File: config.mk
export PLATFORM = sky130hd
export DESIGN_NAME = ac97_cmd_scheduler_flat
export DESIGN_NICKNAME = d
export VERILOG_FILES = /design/src/rtl/ac97_pkg.sv /design/src/rtl/ac97_cmd_scheduler_if.sv /design/src/rtl/ac97_init_rom.sv /design/src/rtl/ac97_cmd_scheduler.sv /design/src/flat_wrapper.sv
export SDC_FILE = /design/constraint.sdc
export NUM_CORES = 1
export LEC_CHECK = 0
export CORE_MARGIN = 8
export CORE_UTILIZATION = 40
export CTS_BUF_LIST = sky130_fd_sc_hd__clkbuf_4 sky130_fd_sc_hd__clkbuf_8
export DETAILED_ROUTE_END_ITERATION = 8
export GPL_ROUTABILITY_DRIVEN = 0
export HOLD_SLACK_MARGIN = 0.02
export PLACE_DENSITY_LB_ADDON = 0.25
export SYNTH_ARGS = -nofsm -noshare
export SYNTH_HDL_FRONTEND = slang
export SYNTH_SLANG_ARGS = --single-unit
File: constraint.sdc
create_clock -name fclk -period 2.3 [get_ports fclk]
set_input_delay 0.345 -clock fclk [delete_from_list [all_inputs] [get_ports fclk]]
set_output_delay 0.345 -clock fclk [all_outputs]
set_load 0.02 [all_outputs]
File: src/rtl/ac97_pkg.sv
// Shared AC97 definitions: register map, init values, scheduler states and
// the power-up init table replayed after every codec-ready assertion.
package ac97_pkg;

   localparam int AC97_ADDR_W = 7;
   localparam int AC97_DATA_W = 16;
   localparam int IDX_W       = 4;
   localparam int CNT_W       = 4;

   localparam logic [AC97_ADDR_W-1:0] AC97_REG_MASTER = 7'h02;
   localparam logic [AC97_ADDR_W-1:0] AC97_REG_LINEIN = 7'h10;
   localparam logic [AC97_ADDR_W-1:0] AC97_REG_RECSRC = 7'h1A;

   localparam logic [AC97_DATA_W-1:0] AC97_RECSRC_LINEIN = 16'h0404;
   localparam logic [AC97_DATA_W-1:0] AC97_LINEIN_VOL    = 16'h0808;
   localparam logic [AC97_DATA_W-1:0] AC97_MASTER_VOL    = 16'h0000;

   typedef enum logic [2:0] {
      ST_WAIT_RDY,
      ST_INIT,
      ST_IDLE,
      ST_ISSUE,
      ST_RD_WAIT
   } sched_state_t;

   typedef struct packed {
      logic [AC97_ADDR_W-1:0] addr;
      logic [AC97_DATA_W-1:0] data;
   } init_entry_t;

   localparam int INIT_TABLE_LEN = 3;

   localparam init_entry_t [0:INIT_TABLE_LEN-1] INIT_TABLE = '{
      '{addr: AC97_REG_RECSRC, data: AC97_RECSRC_LINEIN},
      '{addr: AC97_REG_LINEIN, data: AC97_LINEIN_VOL},
      '{addr: AC97_REG_MASTER, data: AC97_MASTER_VOL}
   };

endpackage

File: src/rtl/ac97_cmd_scheduler_if.sv
// Bundles the frame-engine side (cmd/status slots) and the user request side
// of the AC97 command scheduler. master = scheduler, slave = its surroundings.
interface ac97_cmd_scheduler_if;
   import ac97_pkg::*;

   logic                   frame_start;
   logic                   codec_ready;
   logic                   sts_valid;
   logic [AC97_ADDR_W-1:0] sts_addr;
   logic [AC97_DATA_W-1:0] sts_data;

   logic                   cmd_valid;
   logic                   cmd_rw;
   logic [AC97_ADDR_W-1:0] cmd_addr;
   logic [AC97_DATA_W-1:0] cmd_data;

   logic                   req_valid;
   logic                   req_ready;
   logic                   req_rw;
   logic [AC97_ADDR_W-1:0] req_addr;
   logic [AC97_DATA_W-1:0] req_wdata;

   logic                   rsp_valid;
   logic [AC97_DATA_W-1:0] rsp_data;
   logic                   rsp_timeout;
   logic                   init_done;

   modport master (
      input  frame_start, codec_ready, sts_valid, sts_addr, sts_data,
      input  req_valid, req_rw, req_addr, req_wdata,
      output cmd_valid, cmd_rw, cmd_addr, cmd_data,
      output req_ready, rsp_valid, rsp_data, rsp_timeout, init_done
   );

   modport slave (
      output frame_start, codec_ready, sts_valid, sts_addr, sts_data,
      output req_valid, req_rw, req_addr, req_wdata,
      input  cmd_valid, cmd_rw, cmd_addr, cmd_data,
      input  req_ready, rsp_valid, rsp_data, rsp_timeout, init_done
   );

endinterface

File: src/rtl/ac97_init_rom.sv
// Combinational lookup into the init table; indices past the table read as 0.
module ac97_init_rom
   import ac97_pkg::*;
(
   input  logic [IDX_W-1:0]       idx,
   output logic [AC97_ADDR_W-1:0] addr,
   output logic [AC97_DATA_W-1:0] data
);

   // Select the table entry whose position matches idx
   always_comb begin
      addr = '0;
      data = '0;
      for (int i = 0; i < INIT_TABLE_LEN; i++) begin
         if (idx == IDX_W'(i)) begin
            addr = INIT_TABLE[i].addr;
            data = INIT_TABLE[i].data;
         end
      end
   end

endmodule

File: src/rtl/ac97_cmd_scheduler.sv
// Serialises all AC97 register traffic: replays the init table after codec
// ready, then issues one user read/write per frame and matches read replies.
module ac97_cmd_scheduler
   import ac97_pkg::*;
#(
   parameter int READ_TIMEOUT_FRAMES = 4,
   parameter int INIT_LEN            = 3
)
(
   input  logic                  fclk,
   input  logic                  freset,
   ac97_cmd_scheduler_if.master  bus
);

   localparam logic [IDX_W-1:0] INIT_LAST    = IDX_W'(INIT_LEN - 1);
   localparam logic [CNT_W-1:0] TIMEOUT_LAST = CNT_W'(READ_TIMEOUT_FRAMES - 1);

   sched_state_t           state_q, state_d;
   logic [IDX_W-1:0]       idx_q, idx_d;
   logic [CNT_W-1:0]       cnt_q, cnt_d;
   logic                   cmd_valid_q, cmd_valid_d;
   logic                   cmd_rw_q, cmd_rw_d;
   logic [AC97_ADDR_W-1:0] cmd_addr_q, cmd_addr_d;
   logic [AC97_DATA_W-1:0] cmd_data_q, cmd_data_d;
   logic                   req_ready_q, req_ready_d;
   logic                   rsp_valid_q, rsp_valid_d;
   logic [AC97_DATA_W-1:0] rsp_data_q, rsp_data_d;
   logic                   rsp_timeout_q, rsp_timeout_d;
   logic                   init_done_q, init_done_d;

   logic                   consume, rdy_lost, accept, sts_match, timeout_hit;
   logic [IDX_W-1:0]       rom_idx;
   logic [AC97_ADDR_W-1:0] rom_addr;
   logic [AC97_DATA_W-1:0] rom_data;

   ac97_init_rom u_rom (
      .idx  (rom_idx),
      .addr (rom_addr),
      .data (rom_data)
   );

   // Event qualifiers shared by the next-state and output logic
   always_comb begin
      consume     = bus.frame_start & cmd_valid_q;
      rdy_lost    = ~bus.codec_ready & (state_q != ST_WAIT_RDY);
      accept      = bus.req_valid & req_ready_q & (state_q == ST_IDLE);
      sts_match   = bus.sts_valid & (bus.sts_addr == cmd_addr_q);
      timeout_hit = bus.frame_start & (cnt_q == TIMEOUT_LAST);
      rom_idx     = (state_q == ST_INIT) ? idx_q + IDX_W'(1) : idx_q;
   end

   // State and datapath registers with synchronous reset
   always_ff @(posedge fclk) begin
      if (freset) begin
         state_q       <= ST_WAIT_RDY;
         idx_q         <= '0;
         cnt_q         <= '0;
         cmd_valid_q   <= 1'b0;
         cmd_rw_q      <= 1'b0;
         cmd_addr_q    <= '0;
         cmd_data_q    <= '0;
         req_ready_q   <= 1'b0;
         rsp_valid_q   <= 1'b0;
         rsp_data_q    <= '0;
         rsp_timeout_q <= 1'b0;
         init_done_q   <= 1'b0;
      end else begin
         state_q       <= state_d;
         idx_q         <= idx_d;
         cnt_q         <= cnt_d;
         cmd_valid_q   <= cmd_valid_d;
         cmd_rw_q      <= cmd_rw_d;
         cmd_addr_q    <= cmd_addr_d;
         cmd_data_q    <= cmd_data_d;
         req_ready_q   <= req_ready_d;
         rsp_valid_q   <= rsp_valid_d;
         rsp_data_q    <= rsp_data_d;
         rsp_timeout_q <= rsp_timeout_d;
         init_done_q   <= init_done_d;
      end
   end

   // Next-state: losing codec ready overrides everything else
   always_comb begin
      state_d = state_q;
      if (rdy_lost) begin
         state_d = ST_WAIT_RDY;
      end else begin
         case (state_q)
            ST_WAIT_RDY: if (bus.codec_ready) state_d = ST_INIT;
            ST_INIT:     if (consume && idx_q == INIT_LAST) state_d = ST_IDLE;
            ST_IDLE:     if (accept) state_d = ST_ISSUE;
            ST_ISSUE:    if (consume) state_d = cmd_rw_q ? ST_RD_WAIT : ST_IDLE;
            ST_RD_WAIT:  if (sts_match || timeout_hit) state_d = ST_IDLE;
            default:     state_d = ST_WAIT_RDY;
         endcase
      end
   end

   // Output/datapath: command loading, frame counting and response pulses
   always_comb begin
      idx_d         = idx_q;
      cnt_d         = cnt_q;
      cmd_valid_d   = cmd_valid_q;
      cmd_rw_d      = cmd_rw_q;
      cmd_addr_d    = cmd_addr_q;
      cmd_data_d    = cmd_data_q;
      rsp_valid_d   = 1'b0;
      rsp_data_d    = rsp_data_q;
      rsp_timeout_d = rsp_timeout_q;
      init_done_d   = init_done_q;
      req_ready_d   = (state_d == ST_IDLE);
      if (rdy_lost) begin
         cmd_valid_d = 1'b0;
         init_done_d = 1'b0;
         idx_d       = '0;
         if (state_q == ST_ISSUE || state_q == ST_RD_WAIT) begin
            rsp_valid_d   = 1'b0 | 1'b1;
            rsp_timeout_d = 1'b1;
            rsp_data_d    = '0;
         end
      end else begin
         case (state_q)
            ST_WAIT_RDY: begin
               idx_d = '0;
               if (bus.codec_ready) begin
                  cmd_valid_d = 1'b1;
                  cmd_rw_d    = 1'b0;
                  cmd_addr_d  = rom_addr;
                  cmd_data_d  = rom_data;
               end
            end
            ST_INIT: begin
               if (consume) begin
                  if (idx_q == INIT_LAST) begin
                     cmd_valid_d = 1'b0;
                     init_done_d = 1'b1;
                     idx_d       = '0;
                  end else begin
                     idx_d      = rom_idx;
                     cmd_addr_d = rom_addr;
                     cmd_data_d = rom_data;
                  end
               end
            end
            ST_IDLE: begin
               if (accept) begin
                  cmd_valid_d = 1'b1;
                  cmd_rw_d    = bus.req_rw;
                  cmd_addr_d  = bus.req_addr;
                  cmd_data_d  = bus.req_rw ? '0 : bus.req_wdata;
               end
            end
            ST_ISSUE: begin
               if (consume) begin
                  cmd_valid_d = 1'b0;
                  cnt_d       = '0;
                  if (!cmd_rw_q) begin
                     rsp_valid_d   = 1'b1;
                     rsp_timeout_d = 1'b0;
                     rsp_data_d    = '0;
                  end
               end
            end
            ST_RD_WAIT: begin
               if (sts_match) begin
                  rsp_valid_d   = 1'b1;
                  rsp_timeout_d = 1'b0;
                  rsp_data_d    = bus.sts_data;
               end else if (bus.frame_start) begin
                  cnt_d = cnt_q + CNT_W'(1);
                  if (timeout_hit) begin
                     rsp_valid_d   = 1'b1;
                     rsp_timeout_d = 1'b1;
                     rsp_data_d    = '0;
                  end
               end
            end
            default: begin
               cmd_valid_d = 1'b0;
            end
         endcase
      end
   end

   assign bus.cmd_valid   = cmd_valid_q;
   assign bus.cmd_rw      = cmd_rw_q;
   assign bus.cmd_addr    = cmd_addr_q;
   assign bus.cmd_data    = cmd_data_q;
   assign bus.req_ready   = req_ready_q;
   assign bus.rsp_valid   = rsp_valid_q;
   assign bus.rsp_data    = rsp_data_q;
   assign bus.rsp_timeout = rsp_timeout_q;
   assign bus.init_done   = init_done_q;

endmodule

File: src/flat_wrapper.sv
// flat-port wrapper written by rule: the top's interface ports become plain ports
module ac97_cmd_scheduler_flat import ac97_pkg::*;
#(
   parameter int READ_TIMEOUT_FRAMES = 4,
   parameter int INIT_LEN            = 3
)
  (fclk, freset, bus_frame_start, bus_codec_ready, bus_sts_valid, bus_sts_addr, bus_sts_data, bus_req_valid, bus_req_rw, bus_req_addr, bus_req_wdata, bus_cmd_valid, bus_cmd_rw, bus_cmd_addr, bus_cmd_data, bus_req_ready, bus_rsp_valid, bus_rsp_data, bus_rsp_timeout, bus_init_done);
  ac97_cmd_scheduler_if bus_i ();
  input  logic fclk;
  input  logic freset;
  input wire logic [$bits(bus_i.frame_start)-1:0] bus_frame_start;
  input wire logic [$bits(bus_i.codec_ready)-1:0] bus_codec_ready;
  input wire logic [$bits(bus_i.sts_valid)-1:0] bus_sts_valid;
  input wire logic [$bits(bus_i.sts_addr)-1:0] bus_sts_addr;
  input wire logic [$bits(bus_i.sts_data)-1:0] bus_sts_data;
  input wire logic [$bits(bus_i.req_valid)-1:0] bus_req_valid;
  input wire logic [$bits(bus_i.req_rw)-1:0] bus_req_rw;
  input wire logic [$bits(bus_i.req_addr)-1:0] bus_req_addr;
  input wire logic [$bits(bus_i.req_wdata)-1:0] bus_req_wdata;
  output wire logic [$bits(bus_i.cmd_valid)-1:0] bus_cmd_valid;
  output wire logic [$bits(bus_i.cmd_rw)-1:0] bus_cmd_rw;
  output wire logic [$bits(bus_i.cmd_addr)-1:0] bus_cmd_addr;
  output wire logic [$bits(bus_i.cmd_data)-1:0] bus_cmd_data;
  output wire logic [$bits(bus_i.req_ready)-1:0] bus_req_ready;
  output wire logic [$bits(bus_i.rsp_valid)-1:0] bus_rsp_valid;
  output wire logic [$bits(bus_i.rsp_data)-1:0] bus_rsp_data;
  output wire logic [$bits(bus_i.rsp_timeout)-1:0] bus_rsp_timeout;
  output wire logic [$bits(bus_i.init_done)-1:0] bus_init_done;
  assign bus_i.frame_start = bus_frame_start;
  assign bus_i.codec_ready = bus_codec_ready;
  assign bus_i.sts_valid = bus_sts_valid;
  assign bus_i.sts_addr = bus_sts_addr;
  assign bus_i.sts_data = bus_sts_data;
  assign bus_i.req_valid = bus_req_valid;
  assign bus_i.req_rw = bus_req_rw;
  assign bus_i.req_addr = bus_req_addr;
  assign bus_i.req_wdata = bus_req_wdata;
  assign bus_cmd_valid = bus_i.cmd_valid;
  assign bus_cmd_rw = bus_i.cmd_rw;
  assign bus_cmd_addr = bus_i.cmd_addr;
  assign bus_cmd_data = bus_i.cmd_data;
  assign bus_req_ready = bus_i.req_ready;
  assign bus_rsp_valid = bus_i.rsp_valid;
  assign bus_rsp_data = bus_i.rsp_data;
  assign bus_rsp_timeout = bus_i.rsp_timeout;
  assign bus_init_done = bus_i.init_done;
  ac97_cmd_scheduler #(.READ_TIMEOUT_FRAMES(READ_TIMEOUT_FRAMES), .INIT_LEN(INIT_LEN)) u_core (.fclk(fclk), .freset(freset), .bus(bus_i));
endmodule
# == After elaboration in Yosys (flattened, before gate mapping) ==
# Cells that the tools add are included.
# classes
add_sub_neg,2
eq_ne,23
muxes,66
n_bitwise,9
reduce_logical,19
# op_table
operator,count
two-way mux 16 bit,14
case mux 16 bit (3 select lines),1
two-way mux 7 bit,6
case mux 16 bit (2 select lines),1
two-way mux 4 bit,6
two-way mux 1 bit,21
two-way mux 3 bit,7
case mux 7 bit (3 select lines),1
AND reduction 6 bit,3
case mux 4 bit (2 select lines),2
case mux 3 bit (5 select lines),1
equality test 4 x 2 -> 1 bit (second input constant),3
inequality test 2 bit (second input constant),6
two-way mux 11 bit,1
equality test 3 x 2 -> 1 bit (second input constant),3
nonzero test 3 bit,3
adder 4 x 1 -> 4 bit (second input constant),2
equality test 7 bit,1
AND 1 bit,6
inequality test 2 x 1 -> 1 bit (second input constant),3
case mux 1 bit (2 select lines),3
nonzero test 2 bit,3
two-way mux 5 bit,1
case mux 1 bit (5 select lines),1
17 further kinds,20
# totals
register_bits,56
in_bits,53
wordCells,131

# == Depth between registers and ports, before layout ==
# Gate-level depths: netlist of the first run.
# logic_depth
depth_word,9
ltp_mapped,9
mapped_depth_nobuf,7

# == Hierarchy ==
# A second synthesis of the first run with hierarchy kept.
# hier_totals
hier_cells,338
area_unflattened_um2,2915.3
# by_module_without_submodules
module,n_inst,cells_per_inst,area_each_um2,seq_area_each_um2
ac97_cmd_scheduler,1,314,2731.4,1121.1
ac97_init_rom,1,24,183.9,0.0

# == Worst setup path before layout of the first run ==
# OpenSTA, ideal clock, no wires.
# synth_timing
path_kind,reg2reg
from,register u_core.idx_q[0]
to,register u_core.cmd_addr_q[0] (netlist: u_core.bus.cmd_addr[0])
t_arrival_ps,1675
t_required_ps,2230
path_slack_ps,555
path_stages_with_launch,10
path_buffers,2
cell_sequence,dfxtp_1 inv_1 ha_1 nor3b_2 o21ai_1 and3_1 buf_2 buf_2 nand3_1 a21oi_1
# synth_between
elab_chain_len,8
# synth_lines
item,line_no,source
start: declaration,ac97_cmd_scheduler.sv:19,"logic [IDX_W-1:0] idx_q, idx_d;"
start signal: assignment,ac97_cmd_scheduler.sv:69,idx_q <= idx_d;
adder 4 x 1 -> 4 bit,ac97_cmd_scheduler.sv:49,rom_idx = (state_q == ST_INIT) ? idx_q + IDX_W'(1) : idx_q;
two-way mux 4 bit,ac97_cmd_scheduler.sv:49,
equality test 4 x 1 -> 1 bit,ac97_init_rom.sv:15,if (idx == IDX_W'(i)) begin
two-way mux 7 bit (2 in series),ac97_init_rom.sv:15,
two-way mux 7 bit,ac97_cmd_scheduler.sv:135,if (idx_q == INIT_LAST) begin
two-way mux 7 bit,ac97_cmd_scheduler.sv:134,if (consume) begin
case mux 7 bit (3 select lines),ac97_cmd_scheduler.sv:123,case (state_q)
end signal: assignment,ac97_cmd_scheduler.sv:73,cmd_addr_q <= cmd_addr_d;
end: declaration,ac97_cmd_scheduler.sv:23,"logic [AC97_ADDR_W-1:0] cmd_addr_q, cmd_addr_d;"
# Parallel ways exist; a longest one is shown, timed or not. The select of a mux whose other input is x is not followed.
# A chain may end at the register's enable or synchronous reset.

# == Worst setup path in the final report of the first run ==
# layout_timing
from,register u_core.state_q[2]
to,register u_core.rsp_data_q[15] (netlist: u_core.bus.rsp_data[15])
# layout_between
elab_chain_len,4
# layout_lines
item,line_no,source
start: declaration,ac97_cmd_scheduler.sv:18,"sched_state_t state_q, state_d;"
start signal: assignment,ac97_cmd_scheduler.sv:68,state_q <= state_d;
"nonzero test 3 bit, or another cell as far along",ac97_cmd_scheduler.sv:45,rdy_lost = ~bus.codec_ready & (state_q != ST_WAIT_RDY);
AND 1 bit or logical OR 1 bit (tied branches),"ac97_cmd_scheduler.sv:45, ac97_cmd_scheduler.sv:117",
"inequality test 4 x 1 -> 1 bit (no line), or another cell as far along",--,
AND reduction 6 bit (no line),--,
end signal: assignment,ac97_cmd_scheduler.sv:77,rsp_data_q <= rsp_data_d;
end: declaration,ac97_cmd_scheduler.sv:27,"logic [AC97_DATA_W-1:0] rsp_data_q, rsp_data_d;"
# Parallel ways exist; a longest one is shown, timed or not.

==> results of run 1 <==
layer usage:
layer / up-vias / global-route usage / part of all wire
li1: 1244 / - / -
met1: 1147 / 0.1872 / 0.42
met2: 84 / 0.2589 / 0.47
met3: 8 / 0.06864 / 0.090
met4: 0 / 0.04738 / 0.015
met5: - / 0 / 0
critical path, cell delays in order (launching register included):
cell and delay, ns:
dfxtp_1 0.45, nor2b_1 0.23, and2b_2 0.23, o2111ai_1 0.19
a21oi_2 0.60, a22o_1 0.23
power breakdown:
group / leakage [nW] / switching (mW) / total [mW] / internal, mW
clock: 0.0445 / 0.331 / 0.548 / 0.217
combinational: 0.810 / 0.121 / 0.267 / 0.146
sequential: 0.453 / 0.0115 / 0.994 / 0.982
total: 1.31 / 0.464 / 1.81 / 1.35
cells in the mapped netlist, types with 2 or more instances:
master | count | share of area
dfxtp_1 | 56 | 0.44
a21oi_1 | 36 | 0.071
nand2_1 | 26 | 0.038
nand3_1 | 24 | 0.047
nor2_1 | 20 | 0.029
a22o_1 | 16 | 0.055
o21ai_0 | 10 | 0.020
xnor2_1 | 9 | 0.031
and2_1 | 5 | 0.012
buf_2 | 5 | 0.0098
buf_4 | 5 | 0.015
clkbuf_1 | 5 | 0.0074
mux2i_1 | 5 | 0.020
nand4_1 | 4 | 0.0098
nor2b_1 | 4 | 0.0098
nor3_1 | 4 | 0.0078
a31oi_1 | 3 | 0.0074
and3_1 | 3 | 0.0074
ha_1 | 3 | 0.015
inv_1 | 3 | 0.0044
nand3b_1 | 3 | 0.0088
or3_1 | 3 | 0.0074
a211oi_1 | 2 | 0.0059
a21boi_1 | 2 | 0.0059
nand2b_1 | 2 | 0.0049
nand4b_1 | 2 | 0.0069
o21ai_1 | 2 | 0.0039
o21bai_1 | 2 | 0.0059
o22ai_1 | 2 | 0.0049
final cells by class:
type	instances	area, um^2
Clock buffer	5	68.82
Clock inverter	3	21.27
Fill cell	565	2551
Inverter	4	15.01
Multi-Input combinational cell	214	1325
Sequential cell	56	1121
Tap cell	77	96.34
Timing Repair Buffer	108	1079
metrics by stage:
step,area [um^2],instances
floorplan,2554,290
global placement,3636,459
detailed placement,3636,459
CTS,3726,467
global route,3726,467
finish,3726,467
kinds of logic after synthesis:
logic type / after synthesis / share of synthesized area
muxes: 5 / 0.01960
AOI/OAI and AO/OA: 87 / 0.2259
adders and majority gates: 3 / 0.01470
buffers and inverters: 20 / 0.04213
xor gates and xnor gates: 9 / 0.03087
DFF: 56 / 0.4390
and+or+nand+nor: 110 / 0.2278
flip-flops by register name, indices dropped and copies added, names as in the netlist, 3 cells and up:
register             flops
u_core.bus.rsp_data     16
u_core.bus.cmd_addr      7
u_core.idx_q             4
u_core.state_q           3
u_core.bus.cmd_data     16
u_core.cnt_q             4
worst max path at each step:
stage,from,to,slack (ns),depth (start not counted)
finish,u_core.state_q[2],u_core.bus.rsp_data[15],0.32,5
global route,u_core.state_q[2],u_core.bus.rsp_data[6],0.11,5
CTS,u_core.state_q[2],u_core.bus.rsp_data[15],0.35,5
detailed placement,bus_frame_start,u_core.bus.rsp_data[15],0.07,6
global placement,bus_frame_start,u_core.bus.rsp_data[9],0.09,6
floorplan,u_core.idx_q[0],u_core.bus.cmd_addr[0],0.55,9
==> metrics.cfg, run 1 <==
[place]
hpwl_um=5552
pre_cts_slack_ns=0.07425
io_buffers=97

[global_route]
grt_pass1_vias=2497
grt_first_pass_wirelength_um=11840
gr-total-overflow=0
antenna_found_initial=0
grt_start_max_net_pins=31
track_usage=0.1596

[sta]
setup_slack_ns=0.3250
max_freq_ghz=0.5063
rsz0062_at_grt=false
slew_headroom=0.5450
period_needed_ns=1.975
hold_ws_ns=0.4547
finalSetupTns_ns=0
slew_viol_final=0
post-route-period-util=0.8587
hold_viol_final=0
final-setup-viol-count=0
worst_pin_slew_ns=0.6825
skew_ns=0.007401

[final_layout]
final_util=0.5936
final_common_cell=clkdlybuf4s50_1
antennaDiodeCount=0
final_cell_mix=97 x clkdlybuf4s50_1, 56 x dfxtp_1, 36 x a21oi_1, 26 x nand2_1, 24 x nand3_1
synthToLayoutAreaGrowth_pct=45.91
drive_gt1_frac=0.07949
fin_nets=445

[floorplanning]
num_rows=29
die_area_um2=9197
start_util=0.4068
core_um2=6277
ioPinCount=98
fp.dieW_um=95.90
die_h_um=95.90

[clocking]
path_clk_slew_ns=0.10
clkLatencyLatePin_ns=0.30
cts_buffers=5
cts_sinks=56
cts_resized=0
holdBufCountCts=0
post-cts-setup-buffers=0
cts.path.max_buffers=2
root_buffer=clkbuf_8
cts.htree.levels=2
tritoncts=built

[synthesis]
synth_edf_count=0
syn_area_um2=2554
netlist_instances=290
syn_avg_cell_area_um2=8.806
synth-async-reset-ratio=0
synth_seq_cells=56
syn_nets=346
synthDistinctLibCells=53
synth-seq-area-share=0.4390
synth_warnings=0
synth_ff_type=dfxtp_1

[worst_hold_path]
holdPathStages=2
hold_path_startpoint=u_core.bus.cmd_data[4]
hold_end=u_core.bus.cmd_data[4]
hold_class=reg2reg

[drt]
firstDrtPassIters=4
ant_nets=0
viasPerCell=5.317
via_count=2483
drc=0
drt-wirelength-per-cell_um=15.73
wl_um=7345
drtIter0Drc=172

[status]
outcome=finished, final reports clean

[job]
maxCapViolCount=0

[power_and_ir_drop]
total_power_mw=1.809
p_leak_nw=1.307
ir_drop_v=0.0003146
p_per_area_nw_per_um2=485.5

[setup_path]
crit_required_ns=2.55
timing.rr.end=u_core.bus.rsp_data[15]
end_kind=flop
r2r_setup_slack_ns=0.32
path_max_fanout=16
rr_worst_depth=5
critPathKind=reg2reg
worst_r2r_startpoint=u_core.state_q[2]
worstSetupStartpointType=flop
cp_data_arrival_time_ns=2.23

Note: power is estimated with default switching activity, not from simulation.
==> inputs of run 2 (changes only) <==
==> constraint.sdc (replaced) <==
create_clock -name fclk -period 2.3 [get_ports fclk]
set_input_delay 0.345 -clock fclk [delete_from_list [all_inputs] [get_ports fclk]]
set_output_delay 0.345 -clock fclk [all_outputs]
set_load 0.05 [all_outputs]
==> results of run 2 <==
Same layout as run 1 (identical final DEF). Status: finished, final reports clean.
Among the figures that moved: total power 1.809 mW -> 1.835 mW; worst IR drop on VDD 0.0003146 V -> 0.0003199 V
==> variant: new RTL, settings of run 2 <==
Re-encode `sched_state_t` (5 states) as one-hot, 5 bits wide.
--- a/src/rtl/ac97_pkg.sv
+++ b/src/rtl/ac97_pkg.sv
@@ -16,10 +16,10 @@
    localparam logic [AC97_DATA_W-1:0] AC97_MASTER_VOL    = 16'h0000;
 
-   typedef enum logic [2:0] {
-      ST_WAIT_RDY,
-      ST_INIT,
-      ST_IDLE,
-      ST_ISSUE,
-      ST_RD_WAIT
+   typedef enum logic [4:0] {
+      ST_WAIT_RDY = 5'b00001,
+      ST_INIT     = 5'b00010,
+      ST_IDLE     = 5'b00100,
+      ST_ISSUE    = 5'b01000,
+      ST_RD_WAIT  = 5'b10000
    } sched_state_t;
 
Behaviour: no difference found for any inputs over 4 cycles, from zero or initial values and one cycle with freset high; so few cycles prove little.
==> variant against run 2 <==
  * Sequential cell count up 2
  * Critical path type unchanged
  * Setup slack got worse by 0.074 ns
  * Design area increased by 6.9%
  * Total power grew 39%
  * Routed wire length up 8.6%
  * Count of clock-buffer cells in the layout increased by 7
  * Synthesized cell count up 5.9%
  * Synthesized area rose by 4.1%
==> variant: results (changes against run 2) <==
<table>
<tr><th>Metric</th><th>Value</th></tr>
<tr><th colspan="2">Setup path</th></tr>
<tr><td>Max stage delay on crit path</td><td>0.45 ns (was 0.60 ns)</td></tr>
<tr><td>Worst r2r path cells</td><td>8 (was 5)</td></tr>
<tr><td>Largest fanout on the critical path</td><td>22 (was 16)</td></tr>
<tr><td>Cell family with most CP delay</td><td>simple AND/OR/NAND/NOR gates (was compound AO/OA/AOI/OAI gates)</td></tr>
<tr><td>Worst endpoint data arrival time</td><td>2.25 ns (was 2.23 ns)</td></tr>
<tr><td>Crit path max-delay cell type</td><td>dfxtp_1 (was a21oi_2)</td></tr>
<tr><th colspan="2">Clocking</th></tr>
<tr><td>Clock-pin slew reported for the worst setup and hold paths after clock tree synthesis</td><td>0.08 ns (was 0.10 ns)</td></tr>
<tr><td>Clock buffer count from CTS</td><td>9 (was 5)</td></tr>
<tr><td>Clk Latency, worst-skew pair</td><td>0.33 ns (was 0.30 ns)</td></tr>
<tr><td># H-tree levels</td><td>3 (was 2)</td></tr>
<tr><th colspan="2">Global route</th></tr>
<tr><td>Wire length of the first global-routing pass</td><td>13.1 mm (was 11.8 mm)</td></tr>
<tr><td>Global routing usage summed across all routing layers</td><td>0.165 (was 0.160)</td></tr>
<tr><th colspan="2">Drt</th></tr>
<tr><td>Mean routed wirelength per cell</td><td>16.2 µm (was 15.7 µm)</td></tr>
<tr><td>Final WL</td><td>7.98 mm (was 7.35 mm)</td></tr>
<tr><td>Total iterations of the first detailed-routing run</td><td>5 (was 4)</td></tr>
<tr><td>Initial detailed-routing violation count</td><td>226 (was 172)</td></tr>
<tr><th colspan="2">STA</th></tr>
<tr><td>Worst slew pin tran</td><td>0.588 ns (was 0.682 ns)</td></tr>
<tr><td>Clock skew after layout</td><td>0.0164 ns (was 0.00740 ns)</td></tr>
<tr><th colspan="2">Placed design</th></tr>
<tr><td>Sum of net half-perimeters after detailed placement</td><td>6.09 mm (was 5.55 mm)</td></tr>
<tr><td>Cell total after placement</td><td>477 (was 459)</td></tr>
<tr><th colspan="2">Yosys</th></tr>
<tr><td>Most frequent cells after synthesis</td><td>dfxtp_1, a21oi_1, nand2_1, nor2_1, nand3_1 (was dfxtp_1, a21oi_1, nand2_1, nand3_1, nor2_1)</td></tr>
<tr><td>Mapped Nets</td><td>363 (was 346)</td></tr>
<tr><td>Sequential cell area fraction in the yosys report</td><td>0.437 (was 0.439)</td></tr>
<tr><td>Mapped Cells</td><td>307 (was 290)</td></tr>
<tr><th colspan="2">Finish</th></tr>
<tr><td>Fillcell total</td><td>564 (was 565)</td></tr>
<tr><td>Nets@finish</td><td>467 (was 445)</td></tr>
<tr><th colspan="2">Run status</th></tr>
<tr><td>Outcome</td><td>finished, final reports clean (unchanged)</td></tr>
<tr><th colspan="2">Power</th></tr>
<tr><td>Leakage power of the design</td><td>1.43 nW (was 1.31 nW)</td></tr>
</table>
## variant: cells by family (layout without fill, tap and decap cells)
group                      count (synthesis)  after routing  share of synthesized area
and+or+nand+nor                          128            128                      0.248
xor gates and xnor gates                   9              9                     0.0296
AOI/OAI and AO/OA                         90             90                      0.233
DFF                                       58             58                      0.437
muxes                                      2              2                    0.00753
buffers and inverters                     17            126                     0.0311
adders and majority gates                  3              3                     0.0141
## variant: layer usage
metal / wire length (µm) / track usage
met1: 3310 / 0.188
met2: 3870 / 0.273
met3: 702 / 0.0661
met4: 102 / 0.0571
met5: 0 / 0
## variant: through the flow
step	worst slack, ns	hold WS [ns]	cell area [µm²]
6_report	0.251	0.452	3980
5_1_grt	0.0660	0.478	3980
4_1_cts	0.187	0.452	3980
3_5_place_dp	0.0694	0.446	3750
3_3_place_gp	0.124	0.437	3750
2_1_floorplan	0.350	0.457	2660
## variant: power breakdown
| part | internal, mW | switching (mW) |
|---|---|---|
| clock network | 0.682 | 0.398 |
| logic | 0.185 | 0.228 |
| registers | 1.03 | 0.0260 |
| total | 1.89 | 0.653 |
## variant: area by class of cell
cell class / count / area share
Sequential cell: 58 / 0.291
Tap cell: 77 / 0.0242
Inverter: 2 / 0.00188
Clock inverter: 4 / 0.0185
Clock buffer: 12 / 0.0399
Timing Repair Buffer: 108 / 0.268
Multi-Input combinational cell: 232 / 0.356
## variant: repair_timing
item	in CTS	in global routing
resized for setup	0	1
hold endpoints to repair	0	0
endpoints found under the setup margin	0	1
## variant: path summary, 6_finish.rpt
path,end,from,slack (ns)
max reg2reg,u_core.bus.cmd_addr[4]$_SDFFE_PP0P_,u_core.idx_q[0]$_SDFFE_PP0P_,0.25
min reg2reg,u_core.bus.cmd_data[14]$_SDFFE_PP0P_,u_core.bus.cmd_data[14]$_SDFFE_PP0P_,0.45
min,u_core.bus.cmd_data[14]$_SDFFE_PP0P_,u_core.bus.cmd_data[14]$_SDFFE_PP0P_,0.45
max,u_core.bus.cmd_addr[4]$_SDFFE_PP0P_,u_core.idx_q[0]$_SDFFE_PP0P_,0.25
## variant: worst min-delay path, delay by kind of cell (launching register included)
kind / cells / cell delay (ns)
flops: 1 / 0.31
simple gates: 1 / 0.05
compound gates: 1 / 0.05
